`src/rtl/shift_reg_seq_pkg.sv`:
```
// Shared definitions for the serial shift-register sequencer.
//   state_t     : FSM state encodings (IDLE=0 .. REPORT=4, 3 bits)
//   LOGIC_FALSE : single-bit constant 0
//   LOGIC_TRUE  : single-bit constant 1
//   cnt_width() : counter width helper (never smaller than one bit)
package shift_reg_seq_pkg;

  typedef enum logic [2:0] {
    ST_IDLE   = 3'd0,
    ST_SETUP  = 3'd1,
    ST_STROBE = 3'd2,
    ST_WAIT   = 3'd3,
    ST_REPORT = 3'd4
  } state_t;

  localparam logic LOGIC_FALSE = 1'b0;
  localparam logic LOGIC_TRUE  = 1'b1;

  // Bits needed to hold values 0..n-1; a counter is at least one bit wide.
  function automatic int cnt_width(input int n);
    return (n > 1) ? $clog2(n) : 1;
  endfunction

endpackage

```
`src/rtl/seq_down_counter.sv`:
```
// Loadable down counter with a zero flag.
//   clk_i      : clock, rising edge
//   srst_i     : synchronous active-high reset, clears the count
//   load_i     : load load_val_i (has priority over dec_i)
//   load_val_i : value to load
//   dec_i      : decrement by one; holds at zero instead of wrapping
//   cnt_o      : current count
//   zero_o     : count is zero
module seq_down_counter #(
  parameter int W = 1
) (
  input  logic         clk_i,
  input  logic         srst_i,
  input  logic         load_i,
  input  logic [W-1:0] load_val_i,
  input  logic         dec_i,
  output logic [W-1:0] cnt_o,
  output logic         zero_o
);

  logic [W-1:0] cnt_q;
  logic [W-1:0] cnt_d;

  always_comb begin
    cnt_d = cnt_q;
    if (load_i) begin
      cnt_d = load_val_i;
    end else if (dec_i && (cnt_q != '0)) begin
      cnt_d = cnt_q - W'(1);
    end
  end

  always_ff @(posedge clk_i) begin
    if (srst_i) begin
      cnt_q <= '0;
    end else begin
      cnt_q <= cnt_d;
    end
  end

  assign cnt_o  = cnt_q;
  assign zero_o = (cnt_q == '0);

endmodule

```
`src/rtl/shift_reg_seq.sv`:
```
// Sequencer that serialises a parallel word into a DFF shift register.
// A captured word is presented MSB-first on SD, each bit strobed by one
// low-high SC period. After the last strobe the sequencer waits SETTLE
// cycles, compares the register taps against the word and pulses done.
//   C         : clock, rising edge
//   R         : synchronous active-high reset
//   start     : request, sampled only while idle
//   load_word : parallel word captured on the accepting edge
//   SD        : serial data to the register D input
//   SC        : shift clock to the register C input
//   Q_in      : register taps, [0] = first stage
//   busy      : accepting edge until done
//   done      : one-cycle end-of-operation pulse
//   match     : taps equalled the word at the sample point
module shift_reg_seq
  import shift_reg_seq_pkg::*;
#(
  parameter int WIDTH  = 2,
  parameter int SETTLE = 1
) (
  input  logic             C,
  input  logic             R,
  input  logic             start,
  input  logic [WIDTH-1:0] load_word,
  output logic             SD,
  output logic             SC,
  input  logic [WIDTH-1:0] Q_in,
  output logic             busy,
  output logic             done,
  output logic             match
);

  localparam int CNT_W  = cnt_width(WIDTH);
  localparam int WCNT_W = cnt_width(SETTLE);

  state_t           state_q;
  logic [WIDTH-1:0] wreg_q;
  logic             sd_q;
  logic             sc_q;
  logic             busy_q;
  logic             done_q;
  logic             match_q;

  logic [CNT_W-1:0]  cnt_val;
  logic              cnt_zero;
  logic [WCNT_W-1:0] wcnt_val;
  logic              wcnt_zero;

  logic cnt_load;
  logic cnt_dec;
  logic wcnt_load;
  logic wcnt_dec;

  // Bit counter is loaded on accept and stepped once per strobe; the wait
  // counter is loaded on the final strobe and stepped through WAIT.
  always_comb begin
    cnt_load  = (state_q == ST_IDLE) && start;
    cnt_dec   = (state_q == ST_STROBE);
    wcnt_load = (state_q == ST_STROBE) && cnt_zero;
    wcnt_dec  = (state_q == ST_WAIT);
  end

  seq_down_counter #(.W(CNT_W)) u_bit_cnt (
    .clk_i      (C),
    .srst_i     (R),
    .load_i     (cnt_load),
    .load_val_i (CNT_W'(WIDTH - 1)),
    .dec_i      (cnt_dec),
    .cnt_o      (cnt_val),
    .zero_o     (cnt_zero)
  );

  seq_down_counter #(.W(WCNT_W)) u_wait_cnt (
    .clk_i      (C),
    .srst_i     (R),
    .load_i     (wcnt_load),
    .load_val_i (WCNT_W'(SETTLE - 1)),
    .dec_i      (wcnt_dec),
    .cnt_o      (wcnt_val),
    .zero_o     (wcnt_zero)
  );

  always_ff @(posedge C) begin
    if (R) begin
      state_q <= ST_IDLE;
      wreg_q  <= '0;
      sd_q    <= LOGIC_FALSE;
      sc_q    <= LOGIC_FALSE;
      busy_q  <= LOGIC_FALSE;
      done_q  <= LOGIC_FALSE;
      match_q <= LOGIC_FALSE;
    end else begin
      done_q <= LOGIC_FALSE;
      case (state_q)
        ST_IDLE: begin
          if (start) begin
            wreg_q  <= load_word;
            busy_q  <= LOGIC_TRUE;
            match_q <= LOGIC_FALSE;
            state_q <= ST_SETUP;
          end
        end
        ST_SETUP: begin
          // Data changes only while SC is low.
          sd_q    <= wreg_q[cnt_val];
          sc_q    <= LOGIC_FALSE;
          state_q <= ST_STROBE;
        end
        ST_STROBE: begin
          // SD is left untouched so it is stable across the SC rise.
          sc_q    <= LOGIC_TRUE;
          state_q <= cnt_zero ? ST_WAIT : ST_SETUP;
        end
        ST_WAIT: begin
          sc_q <= LOGIC_FALSE;
          sd_q <= LOGIC_FALSE;
          if (wcnt_zero) begin
            match_q <= (Q_in == wreg_q);
            state_q <= ST_REPORT;
          end
        end
        ST_REPORT: begin
          done_q  <= LOGIC_TRUE;
          busy_q  <= LOGIC_FALSE;
          state_q <= ST_IDLE;
        end
        default: begin
          state_q <= ST_IDLE;
        end
      endcase
    end
  end

  // wait count value is only consumed through its zero flag
  logic unused_wcnt;
  assign unused_wcnt = ^wcnt_val;

  assign SD    = sd_q;
  assign SC    = sc_q;
  assign busy  = busy_q;
  assign done  = done_q;
  assign match = match_q;

endmodule

```
`config.mk`:
```
export PLATFORM = sky130hd
export DESIGN_NAME = shift_reg_seq
export DESIGN_NICKNAME = d
export VERILOG_FILES = /design/src/rtl/shift_reg_seq_pkg.sv /design/src/rtl/seq_down_counter.sv /design/src/rtl/shift_reg_seq.sv
export SDC_FILE = /design/constraint.sdc
export NUM_CORES = 1
export LEC_CHECK = 0
export CAP_MARGIN = 20
export CORE_ASPECT_RATIO = 0.9
export CORE_MARGIN = 3
export CORE_UTILIZATION = 25
export CTS_BUF_LIST = sky130_fd_sc_hd__clkbuf_4 sky130_fd_sc_hd__clkbuf_8 sky130_fd_sc_hd__clkbuf_16
export CTS_CLUSTER_SIZE = 25
export DETAILED_ROUTE_END_ITERATION = 6
export PLACE_DENSITY = 0.47
export SLEW_MARGIN = 10
export SYNTH_ARGS = -nofsm -noshare
export SYNTH_HDL_FRONTEND = slang
export SYNTH_HIERARCHICAL = 1
export SYNTH_SLANG_ARGS = --single-unit
```
`constraint.sdc`:
```
create_clock -name C -period 2.3 [get_ports C]
set_clock_uncertainty 0.05 [all_clocks]
set_input_delay 0.46 -clock C [delete_from_list [all_inputs] [get_ports C]]
set_output_delay 0.46 -clock C [all_outputs]
set_load 0.05 [all_outputs]
```
==> results.txt <==
Kind of critical path = register to output pin
Main combinational cell family by area after synthesis = simple AND/OR/NAND/NOR gates
Sequential cell area = 240 um2
Post-route ant nets = 0
Non-Filler Instances = 93
Synth Register Bits = 12
Area after DPL = 683 um2
Sum Neg Setup Slack = 0 ns
Max Buffers Root-to-Sink = 2
Fmax achieved = 526 MHz
Die Area = 2910 um2
Initial core utilization = 28.1%
Final WL = 1020 um
CP max-delay cell = clkdlybuf4s50_1
CTS clk-pin slew, worst paths = 0.07 ns
H-tree depth = 1
Most common cell in the netlist = dfxtp_1
Dpl hpwl = 732 um
Synth top cells by count = dfxtp_1, a21oi_1, nor2_1
Gpl congestion = 0.657
Syn Nets = 65
Count of final hold-check violations = 0
RSZ-0062 raised after global routing = false
Syn avg cell area = 9.90 um2
PD cells = 628 nW/um2
CP Capture Type = output pin
Area contributors post-synth = dfxtp_1, o41ai_2, mux2i_1
Multi-input gate area = 290 um2
First-pass GRT wire length = 1770 um
Layout area overhead = 22.9%
Synth Area in Adders = 0%
Ant. Diodes = 0
TritonRoute pass-1 iters = 2
Compound-cell area share of the yosys netlist = 14.2%
Layout Utilization = 34.5%
Count of flip-flops with a built-in enable after synthesis = 0
Psw = 0.000121 W
Final setup fails = 0
Final instance area = 706 um2
Critical path launch point type = register
Worst setup endpoint = match
CP cell instances = clkdlybuf4s50_1
Reg2reg setup slack = 0.93 ns
Outcome = finished, final reports clean
CP arrival = 1.39 ns
Yosys warning count = 6
Worst Reg-to-Reg Cells = 3
Largest net degree at the start of global routing = 15
Placed cells = 90
CP Data Required Time = 1.79 ns
Mux cell area share after synthesis = 5.23%
Max-Cap Viols = 0
Levels on crit path = 1
Top delay family on crit path = buffers and inverters
FF-to-FF End = wreg_q[1]
CTS tree = done
Max-slew headroom = 64.4%
Comb pwr share = 18.6%
Core ar. = 2050 um2
Worst slew pin tran = 0.533 ns
Net Sw Frac = 27.4%
Worst path max stage delay = 0.80 ns
CTS root buf = clkbuf_4
PostCTS Resize Cnt = 0
Total gr overflow = 0
Fraction of layout cells with a size suffix above 1 = 10.3%
CTS buffer count = 3
Post-synth top area share = 41.8%
Post-CTS setup buffer count = 0
Std cell rows = 15
WP buf/inv = 1
Post-CTS Hold Fix Bufs = 0
Area leader, netlist = dfxtp_1
Top_reg_cell synth = dfxtp_1
Avg WL per Cell = 11.0 um
Simple-Gate Fraction of Synth Area = 26.8%
Leakage = 0.257 nW
PortBufs = 11
Post-synthesis cell area = 574 um2
Seq/Total Area, Yosys = 41.8%
Fin nets = 77
Tot GR Track Use = 8.09%
DR iter-0 viols = 4
VDD IR max = 0.273 mV
Origin of the critical flop-to-flop path = state_q[1]
CP Launch Point = match
FILL cells = 207
Int Pwr = 0.000322 W
Slew Viols, Final = 0
Routed vias = 418
Crit share post-route = 82.7%
HP Class = register to register
Die W = 56.5 um
Clock power share = 27.7%
# IOs = 12
TritonCTS Sinks = 12
Yosys cell types = 26
Worst-Skew Late Latency = 0.26 ns
Initial antenna violation count = 0
Number of cells produced by synthesis = 58
Crit Path Max Fanout = 2
Tmin final = 1.90 ns
Post-synth ARST share = 0%
DR vias/cell = 4.49
Seq pwr share = 53.7%
Die Y = 51.5 um
Vias in the first global route = 399
DRC violations left = 0
XOR/XNOR Fraction of Synth Area = 3.05%
[per-layer routing]
layer	track usage, %	wire, um	vias to the layer above
met4	5.93	13	0
met5	0	0	-
li1	-	-	223
met3	2.78	63	2
met1	11.4	561	186
met2	9.81	386	7
[placed cells by master (no fill, tap or decap), types with 2 or more instances in the layout]
cell type        count
a211oi_1             2
a21oi_1              5
clkbuf_4             3
clkdlybuf4s50_1     11
conb_1               2
dfxtp_1             12
inv_1                3
mux2i_1              3
nand2_1              3
nand3b_1             2
nor2_1               4
nor3_1               2
o41ai_2              2
xnor2_1              2
[worst min path at each step]
stage	from	endpoint	slack, ns	depth (start not counted)
5_1_grt	SD	SD	0.45	2
3_3_place_gp	SD	SD	0.40	2
3_5_place_dp	SD	SD	0.40	2
4_1_cts	SD	SD	0.41	2
2_1_floorplan	u_bit_cnt/cnt_o	u_bit_cnt/cnt_o	0.44	2
6_report	SD	SD	0.40	2
[flip-flops by register name, indices dropped and copies added, names as in the netlist]
register	flops
SC	1
u_bit_cnt/cnt_o	1
match	1
u_wait_cnt/cnt_o	1
busy	1
done	1
SD	1
wreg_q	2
state_q	3
[kinds of logic after synthesis]
group                  Yosys count
XOR/XNOR                         2
AND/OR/NAND/NOR                 22
multiplexers                     3
buffers and inverters            7
flip-flops                      12
other                            2
AO/OA/AOI/OAI                   10
[metrics by stage]
step	power, W	hold slack [ns]	setup slack, ns
global route	0.000466	0.446	0.349
floorplan	0.000301	0.445	1.05
finish	0.000443	0.405	0.398
CTS	0.000453	0.411	0.377
detailed placement	0.000326	0.401	0.474
global placement	0.000327	0.397	0.469
[power groups by stage]
stage	clock network, W	logic, W	registers, W
CTS	0.000132	0.0000833	0.000238
global route	0.000134	0.0000910	0.000241
finish	0.000123	0.0000826	0.000238
global placement	0	0.0000835	0.000243
detailed placement	0	0.0000828	0.000243
floorplan	0	0.0000536	0.000248
[cell type report]
type                            instances  area share (%)
Inverter                                3            1.60
Timing Repair Buffer                   11            15.6
Sequential cell                        12            34.0
Clock buffer                            3            3.19
Tap cell                               25            4.43
Multi-Input combinational cell         39            41.1
Note: power is estimated with default switching activity, not from simulation.
